### config.mk
export PLATFORM = sky130hd
export DESIGN_NAME = n8_reader
export DESIGN_NICKNAME = d
export VERILOG_FILES = /design/src/rtl/n8_pkg.sv /design/src/rtl/n8_sync.sv /design/src/rtl/n8_reader.sv
export SDC_FILE = /design/constraint.sdc
export NUM_CORES = 1
export LEC_CHECK = 0
export BUFFER_PORTS_ARGS = -buffer_cell sky130_fd_sc_hd__buf_2
export CAP_MARGIN = 20
export CORE_MARGIN = 1
export CORE_UTILIZATION = 40
export CTS_BUF_LIST = sky130_fd_sc_hd__clkbuf_8
export CTS_CLUSTER_DIAMETER = 150
export DETAILED_ROUTE_END_ITERATION = 12
export MAX_ROUTING_LAYER = met4
export PLACE_DENSITY = 0.59
export SYNTH_ARGS = -nofsm -noshare
export SYNTH_HDL_FRONTEND = slang
export SYNTH_SLANG_ARGS = --single-unit
### constraint.sdc
create_clock -name clk -period 4.9 [get_ports clk]
set_input_delay 1.225 -clock clk [delete_from_list [all_inputs] [get_ports clk]]
set_output_delay 1.225 -clock clk [all_outputs]
set_load 0.05 [all_outputs]
### src/rtl/n8_pkg.sv
// Shared definitions for the N8 serial gamepad reader: bit positions and FSM states.
package n8_pkg;

    localparam int N8_BITS = 8;

    // Shift order from the pad, index 0 arrives first
    localparam int BTN_A      = 0;
    localparam int BTN_B      = 1;
    localparam int BTN_SELECT = 2;
    localparam int BTN_START  = 3;
    localparam int BTN_UP     = 4;
    localparam int BTN_DOWN   = 5;
    localparam int BTN_LEFT   = 6;
    localparam int BTN_RIGHT  = 7;

    typedef enum logic [2:0] {
        ST_LATCH,
        ST_LOW,
        ST_HIGH,
        ST_DONE,
        ST_IDLE
    } n8_state_t;

endpackage

### src/rtl/n8_sync.sv
// Two-flop synchronizer for the pad data line; resets to 1 (line idle, nothing pressed).
module n8_sync (
    input  logic clk,
    input  logic reset,
    input  logic d,
    output logic q
);

    logic meta;

    always_ff @(posedge clk) begin
        if (reset) begin
            meta <= 1'b1;
            q    <= 1'b1;
        end else begin
            meta <= d;
            q    <= meta;
        end
    end

endmodule

### src/rtl/n8_reader.sv
// N8 pad reader: drives latch/pulse, shifts in 8 active-low bits, publishes a whole frame at once.
// Optional N8_FRAME_FILTER_EN: per-button two-frame agreement, all-pressed frame reads as disconnect.
module n8_reader
    import n8_pkg::*;
#(
    parameter int LATCH_CYCLES = 600,
    parameter int HALF_CYCLES  = 150,
    parameter int POLL_CYCLES  = 833333
) (
    input  logic clk,
    input  logic reset,
    input  logic n8_data,
    output logic n8_latch,
    output logic n8_pulse,
    output logic n8_a,
    output logic n8_b,
    output logic n8_select,
    output logic n8_start,
    output logic n8_up,
    output logic n8_down,
    output logic n8_left,
    output logic n8_right,
    output logic frame_valid
);

    localparam int CMAX = (LATCH_CYCLES > HALF_CYCLES) ? LATCH_CYCLES : HALF_CYCLES;
    localparam int CW   = $clog2(CMAX + 1);
    localparam int PW   = $clog2(POLL_CYCLES + 1);

    localparam logic [CW-1:0] LATCH_LAST = CW'(LATCH_CYCLES);
    localparam logic [CW-1:0] HALF_LAST  = CW'(HALF_CYCLES - 1);
    localparam logic [PW-1:0] POLL_LAST  = PW'(POLL_CYCLES);

    n8_state_t          st;
    logic [CW-1:0]      cnt;
    logic [PW-1:0]      pcnt;
    logic [2:0]         bit_idx;
    logic [N8_BITS-1:0] sr;
    logic [N8_BITS-1:0] sr_smp;
    logic [N8_BITS-1:0] raw;
    logic [N8_BITS-1:0] btn;
    logic [N8_BITS-1:0] btn_next;
    logic               data_s;

    n8_sync u_sync (
        .clk   (clk),
        .reset (reset),
        .d     (n8_data),
        .q     (data_s)
    );

`ifdef N8_FRAME_FILTER_EN
    logic [N8_BITS-1:0] prev;
    logic [N8_BITS-1:0] agree;
`endif

    // Shift register with the bit being sampled this cycle already folded in, so the
    // last bit of a frame reaches the outputs on the same edge that enters DONE.
    always_comb begin
        sr_smp          = sr;
        sr_smp[bit_idx] = data_s;
        raw             = ~sr_smp;
`ifdef N8_FRAME_FILTER_EN
        agree    = ~(raw ^ prev);
        btn_next = (&raw) ? '0 : ((agree & raw) | (~agree & btn));
`else
        btn_next = raw;
`endif
    end

    // In LATCH, cnt counts the high cycles 1..LATCH_CYCLES; the reset cycle is cnt=0 with
    // latch still low, so the first high cycle is the first one after reset releases.
    // pcnt is 1 in the first latch cycle, so the next latch lands exactly POLL_CYCLES later.
    always_ff @(posedge clk) begin
        if (reset) begin
            st          <= ST_LATCH;
            cnt         <= '0;
            pcnt        <= '0;
            bit_idx     <= '0;
            sr          <= '0;
            btn         <= '0;
            n8_latch    <= 1'b0;
            n8_pulse    <= 1'b0;
            frame_valid <= 1'b0;
`ifdef N8_FRAME_FILTER_EN
            prev        <= '0;
`endif
        end else begin
            frame_valid <= 1'b0;
            pcnt        <= pcnt + 1'b1;
            case (st)
                ST_LATCH: begin
                    if (cnt == LATCH_LAST) begin
                        st       <= ST_LOW;
                        cnt      <= '0;
                        bit_idx  <= '0;
                        n8_latch <= 1'b0;
                    end else begin
                        cnt      <= cnt + 1'b1;
                        n8_latch <= 1'b1;
                    end
                end
                ST_LOW: begin
                    if (cnt == HALF_LAST) begin
                        cnt <= '0;
                        sr  <= sr_smp;
                        if (bit_idx == 3'd7) begin
                            st          <= ST_DONE;
                            btn         <= btn_next;
                            frame_valid <= 1'b1;
`ifdef N8_FRAME_FILTER_EN
                            prev        <= (&raw) ? '0 : raw;
`endif
                        end else begin
                            st       <= ST_HIGH;
                            n8_pulse <= 1'b1;
                        end
                    end else begin
                        cnt <= cnt + 1'b1;
                    end
                end
                ST_HIGH: begin
                    if (cnt == HALF_LAST) begin
                        st       <= ST_LOW;
                        cnt      <= '0;
                        bit_idx  <= bit_idx + 1'b1;
                        n8_pulse <= 1'b0;
                    end else begin
                        cnt <= cnt + 1'b1;
                    end
                end
                ST_DONE: begin
                    st <= ST_IDLE;
                end
                ST_IDLE: begin
                    if (pcnt >= POLL_LAST) begin
                        st       <= ST_LATCH;
                        cnt      <= CW'(1);
                        pcnt     <= PW'(1);
                        n8_latch <= 1'b1;
                    end
                end
                default: begin
                    st <= ST_IDLE;
                end
            endcase
        end
    end

    assign n8_a      = btn[BTN_A];
    assign n8_b      = btn[BTN_B];
    assign n8_select = btn[BTN_SELECT];
    assign n8_start  = btn[BTN_START];
    assign n8_up     = btn[BTN_UP];
    assign n8_down   = btn[BTN_DOWN];
    assign n8_left   = btn[BTN_LEFT];
    assign n8_right  = btn[BTN_RIGHT];

endmodule

==> results of run 1 <==
==> metrics by stage <==
step                      std cells   util
after floorplan                 330      -
after global placement          405  0.438
after detailed placement        405  0.438
after CTS                       421  0.464
after global routing            421  0.464
final                           421  0.464
==> flip-flops by register name, summed over array words and instances (netlist names), 3 cells and up <==
register / count
bit_idx: 3
btn: 8
cnt: 10
pcnt: 20
sr: 8
st: 3
==> synthesized netlist by cell type, types with 2 or more instances <==
cell and count:
a211oi_1 11, a21oi_1 25, and3_1 5, buf_2 4, clkbuf_1 10, dfxtp_1 57, ha_1 8, inv_1 13
mux2i_1 10, nand2_1 38, nand2b_1 4, nand3_1 10, nand4_1 7, nor2_1 49, nor3_1 4, nor3b_1 4
nor4_1 4, o21ai_0 9, o31ai_1 2, or2_2 2, or3_1 12, or4_1 3, xnor2_1 8, xor2_1 10
==> worst max-delay path by stage <==
stage | endpoint | slack, ns | depth (start not counted)
final | n8_pulse | 2.52 | 5
after global placement | pcnt[4] | 2.38 | 3
after global routing | sr[0] | 2.29 | 5
after floorplan | pcnt[10] | 2.84 | 8
after CTS | pcnt[9] | 2.53 | 6
after detailed placement | pcnt[9] | 2.33 | 3
==> logic make-up after synthesis <==
group           count (synthesis)  synth area share
simple gates                  151             0.273
compound gates                 57             0.135
flops                          57             0.419
buf+inv                        29            0.0418
xor+xnor                       18            0.0578
mux                            10            0.0367
fa+ha+maj                       8            0.0367
==> area by class of cell <==
| cell class | count | area (um2) |
|---|---|---|
| timing repair buffer | 13 | 65.1 |
| multi-input combinational | 244 | 1470 |
| tap | 77 | 96.3 |
| fill | 668 | 3460 |
| clock buffer | 9 | 124 |
| inverter | 14 | 52.6 |
| sequential | 57 | 1140 |
| clock inverter | 7 | 47.5 |
==> routing by layer <==
metal | part of all wire | track usage | up-vias
met5 | 0 | - | -
met4 | 0.015 | 0.0740 | 0
met3 | 0.030 | 0.0501 | 8
met2 | 0.45 | 0.265 | 22
met1 | 0.50 | 0.198 | 1022
li1 | - | - | 1166
==> worst max-delay path: stages, from the launching register on <==
cell	delay, ns
dfxtp_1	0.45
nand4bb_1	0.19
or3_1	0.47
nor3_2	0.79
a21oi_1	0.15
a311oi_1	0.22
==> power breakdown <==
group | leakage [nW] | total (mW) | internal [mW] | switching, mW
sequential | 0.461 | 0.475 | 0.469 | 0.00642
combinational | 0.496 | 0.0274 | 0.00983 | 0.0176
clock | 0.0850 | 0.378 | 0.181 | 0.196
total | 1.04 | 0.880 | 0.660 | 0.220
==> key figures, run 1 <==
Status
  • Status: finished, violations left
  • Failing checks: DRC

Timing
  • RSZ-0062 raised after global routing: false
  • Fmax: between 0.4 and 0.5 GHz
  • Slew margin rel.: 0.324
  • Final hold vios: 0
  • Slew Viols, Final: 0
  • Final period util: 0.486
  • Worst slew pin tran: a little over 1 ns
  • Minimum setup slack in the final design: between 2 and 3 ns
  • Clock skew: between 0.008 and 0.009 ns
  • Setup-failing EPs final: 0
  • Setup TNS: 0 ns
  • Hold_ws: slightly above 0.4 ns
  • Fin crit period: about 2.4 ns

Clock tree
  • Post-CTS Setup Inserts: 0
  • CTS tree: done
  • CTS Buf Count: 9
  • CTS root buf: clkbuf_8
  • Post-cts sizing count: 0
  • Clock sink count: 57
  • H-tree depth: 3
  • Clk buf depth: 2
  • Clock Latency Late Sink: 0.34 ns
  • Hold-fix buffers at CTS: 0
  • Clock slew at reported path FFs: ~0.070 ns

Yosys
  • Asr flop ratio synth: 0
  • Seq/Total Area, Yosys: 0.419
  • Main synth FF type: dfxtp_1
  • Mapped Nets: between 300 and 400
  • Gate count after technology mapping: between 300 and 400
  • Yosys reg bits: 57
  • Post-synth top area share: 0.419
  • EDFF count, synth: 0
  • Synth area leaders: dfxtp_1 42%, nor2_1 6.7%, nand2_1 5.2%
  • Post-Syn Area: between 0.002 and 0.003 mm2
  • Leading area contributor after synthesis: dfxtp_1
  • Mean Syn Cell Area: 8.26 um2
  • Synth warnings: 0
  • Netlist cell types: 45

Layout
  • Final Cell Area: between 0.002 and 0.003 mm2
  • Nets: between 300 and 400
  • Diode count: 0
  • Layout cells sized above 1: 0.105
  • Area Overhead vs Synth: 9.96%
  • Most common cell after layout, fill and taps aside: dfxtp_1
  • Commonest cells after routing, fill and taps aside: 57 x dfxtp_1, 49 x nor2_1, 38 x nand2_1

Setup path
  • Worst Setup SP: cnt[2]
  • Worst EP required: just over 5 ns
  • Worst EP arrival: about 2.6 ns
  • Flop2flop setup slack: between 2 and 3 ns
  • FF-to-FF Start: cnt[2]
  • Reg2reg end: n8_pulse
  • Reg2Reg Depth: 5
  • Kind of critical path: flip-flop to flip-flop
  • CP Launch Type: flip-flop
  • CP Capture Type: flip-flop
  • Worst Path Max Fanout: 18

Min path
  • Worst Hold Path EP: u_sync.q
  • Hold Path Class: flip-flop to flip-flop
  • Worst Hold Depth: 1
  • Start point of the worst hold path: u_sync.meta

Global routing
  • Initial antenna violation count: 0
  • Vias in the first global route: between 2000 and 2500
  • Total grt overflow: 0
  • First-pass GRT wire length: roughly 9000 um
  • Largest net degree at the start of global routing: 31
  • Total GRT Usage: 0.168

Pwr
  • Leakage: ~1.0 nW
  • VDD IR-drop max: approximately 0.00025 V
  • Total power: roughly 0.88 mW
  • Pwr dens: just under 300 mW/mm2

Drt
  • Routed wire per std cell: 12.6 um
  • Router iterations before antenna repair: 8
  • Vias/cell: 5.27
  • Routed wire length: between 5000 and 6000 um
  • Final ANT Viol Nets: 0
  • Routed via count: 2218
  • Initial DRC Count: between 90 and 100
  • # DRC: 2

Placement
  • DPL Wire Length: roughly 3600 um
  • Gpl congestion: just under 0.8
  • Post-DP Area: ~0.0028 mm2
  • Port Buffers: 13
  • DP Worst Slack: ~2.3 ns

Die
  • Rows: 29
  • I/O pin count: 14
  • Area of the core: between 0.006 and 0.007 mm2
  • Initial Util: 0.422
  • Die Ht: ~85 um
  • Full die area: between 0.007 and 0.008 mm2
  • Overall die width: between 80 and 90 um

Flow run
  • Total of max-cap violations: 0
Power figures use the tool's default switching activity.
==> inputs of run 2 (changes only) <==
Settings changed: PLACE_DENSITY 0.59 to 0.61.
Clock period 4.9 ns to 2.05 ns, I/O delays scaled along.
==> key figures, run 2 (synthesis results as in run 1) <==
Die
  • Rows: 29
  • Overall die width: roughly 85 um
  • Initial Util: 0.422
  • Full die area: between 0.007 and 0.008 mm2
  • I/O pin count: 14
  • Die Ht: ~85 um
  • Area of the core: roughly 0.0065 mm2

Timing
  • Minimum setup slack in the final design: -0.0688 ns
  • Setup TNS: -0.443 ns
  • Fin crit period: approximately 2.1 ns
  • Worst slew pin tran: approximately 0.52 ns
  • Setup-failing EPs final: 16
  • Final hold vios: 0
  • Slew Viols, Final: 0
  • Clock skew: about 0.0097 ns
  • RSZ-0062 raised after global routing: true
  • Final period util: 1.03
  • Fmax: around 0.47 GHz
  • Hold_ws: 0.352 ns
  • Slew margin rel.: 0.653

Setup path
  • CP bufs+invs: 1
  • CP cell instances: or4b_4 > or3_4 > inv_4 > a31oi_4 > or4_1 > a21oi_1
  • Reg2Reg Depth: 6
  • CP delay by family, top: simple AND/OR/NAND/NOR gates
  • Flop2flop setup slack: -0.07 ns
  • Slowest-stage cell, CP: or4b_4
  • CP Capture Type: flip-flop
  • FF-to-FF Start: pcnt[17]
  • Kind of critical path: flip-flop to flip-flop
  • Worst Path Max Fanout: 5
  • Reg2reg end: cnt[6]
  • Worst EP arrival: 2.40 ns
  • CP Launch Type: flip-flop
  • CP max stage delay: 0.52 ns
  • Worst EP required: ~2.3 ns

Layout
  • Final core utilization: 0.546
  • Layout cells sized above 1: 0.268
  • Most common cell after layout, fill and taps aside: dfxtp_1
  • Commonest cells after routing, fill and taps aside: 55 x dfxtp_1, 46 x nor2_1, 39 x buf_4
  • Final Cell Area: roughly 0.0035 mm2
  • Nets: about 390
  • Diode count: 0
  • Reg with most FFs: pcnt
  • Area Overhead vs Synth: 29.4%
  • Regs by FF count: pcnt x20, cnt x10
  • Max reg flops: 20
  • Fillers: just over 600

Global routing
  • Total grt overflow: 0
  • First-pass GRT wire length: 10400 um
  • Total GRT Usage: 0.190
  • Vias in the first global route: around 2300
  • Met1 usage: 0.229
  • Largest net degree at the start of global routing: 20
  • Met2 Use GR: 0.298
  • Met3 GRT Util: 0.0442
  • Initial antenna violation count: 0
  • Most used routing layer: met2

Placement
  • Port Buffers: 13
  • Post-DP Area: around 0.0031 mm2
  • DPL Wire Length: approximately 4100 um
  • Gpl congestion: a little over 0.8

Pwr
  • VDD IR-drop max: about 0.00042 V
  • Leakage: ~1.3 nW
  • Pwr dens: 657 mW/mm2

Clock tree
  • Clock sink count: 57
  • Clock slew at reported path FFs: about 0.070 ns
  • CTS root buf: clkbuf_8
  • Clock Latency Late Sink: roughly 0.34 ns
  • H-tree depth: 3
  • Clk buf depth: 2
  • CTS tree: done
  • CTS Buf Count: 9
  • Hold-fix buffers at CTS: 0

Drt
  • # DRC: 0
  • Router iterations before antenna repair: 4
  • Vias/cell: around 5.2
  • Initial DRC Count: 118
  • Routed via count: between 2000 and 2500
  • Routed wire length: 6180 um
  • Routed wire per std cell: 13.3 um
  • Final ANT Viol Nets: 0

Status
  • Failing checks: setup timing
  • Status: finished, violations left

Flow run
  • Total of max-cap violations: 0

Min path
  • Hold Path Class: input port to flip-flop
  • Start point of the worst hold path: n8_data
  • Worst Hold Path EP: u_sync.meta
  • Worst Hold Depth: 2
-- run 2: cell types whose count changed in the layout (fill, tap and decap cells not counted), sizes merged --
| cell | change |
|---|---|
| clkbuf | +2 |
| bufinv | +1 |
| a31oi | +1 |
| inv | +1 |
| clkinv | -3 |
| buf | +42 |
-- run 2: per-layer routing --
metal | vias to the layer above | wire [um]
li1 | 1256 | -
met1 | 1127 | 2920
met2 | 32 | 2950
met3 | 10 | 178
met4 | 0 | 136
met5 | - | 0
-- run 2: where the power goes --
part	switching, mW	leakage, nW	internal [mW]	total, mW
clock	0.475	0.0985	0.595	1.07
sequential	0.0116	0.462	1.12	1.13
combinational	0.0635	0.766	0.0538	0.117
total	0.550	1.33	1.77	2.32
-- run 2: layout make-up --
class	instances	area (um2)	share of cell area
Tap cell	77	96.3	0.0273
Clock buffer	10	138	0.0390
Timing Repair Buffer	56	434	0.123
Clock inverter	6	67.6	0.0191
Multi-Input combinational cell	245	1590	0.452
Sequential cell	57	1140	0.324
Inverter	14	55.1	0.0156
-- run 2: metrics by stage --
stage	std cells	setup WS, ns	total power, mW
3_3_place_gp	444	-0.0372	1.25
2_1_floorplan	330	0.0176	1.21
3_5_place_dp	444	-0.100	1.26
6_report	465	-0.0688	2.32
5_1_grt	465	-0.139	2.41
4_1_cts	462	-0.0495	2.33
-- run 2: repair_timing --
action / 4_1_cts / 5_1_grt
pin swaps: 3 / 6
cloned: 1 / 1
buffers inserted: 1 / 2
setup endpoints to repair: 28 / 35
resized for setup: 2 / 27
-- run 2: worst max path at each step --
stage / start / end / slack [ns] / cells after the start
floorplan: pcnt[17] / cnt[8] / 0.02 / 6
CTS: pcnt[17] / cnt[8] / -0.05 / 6
detailed placement: pcnt[0] / cnt[8] / -0.10 / 8
global route: pcnt[1] / pcnt[19] / -0.14 / 11
finish: pcnt[17] / cnt[6] / -0.07 / 6
global placement: pcnt[0] / cnt[6] / -0.04 / 8
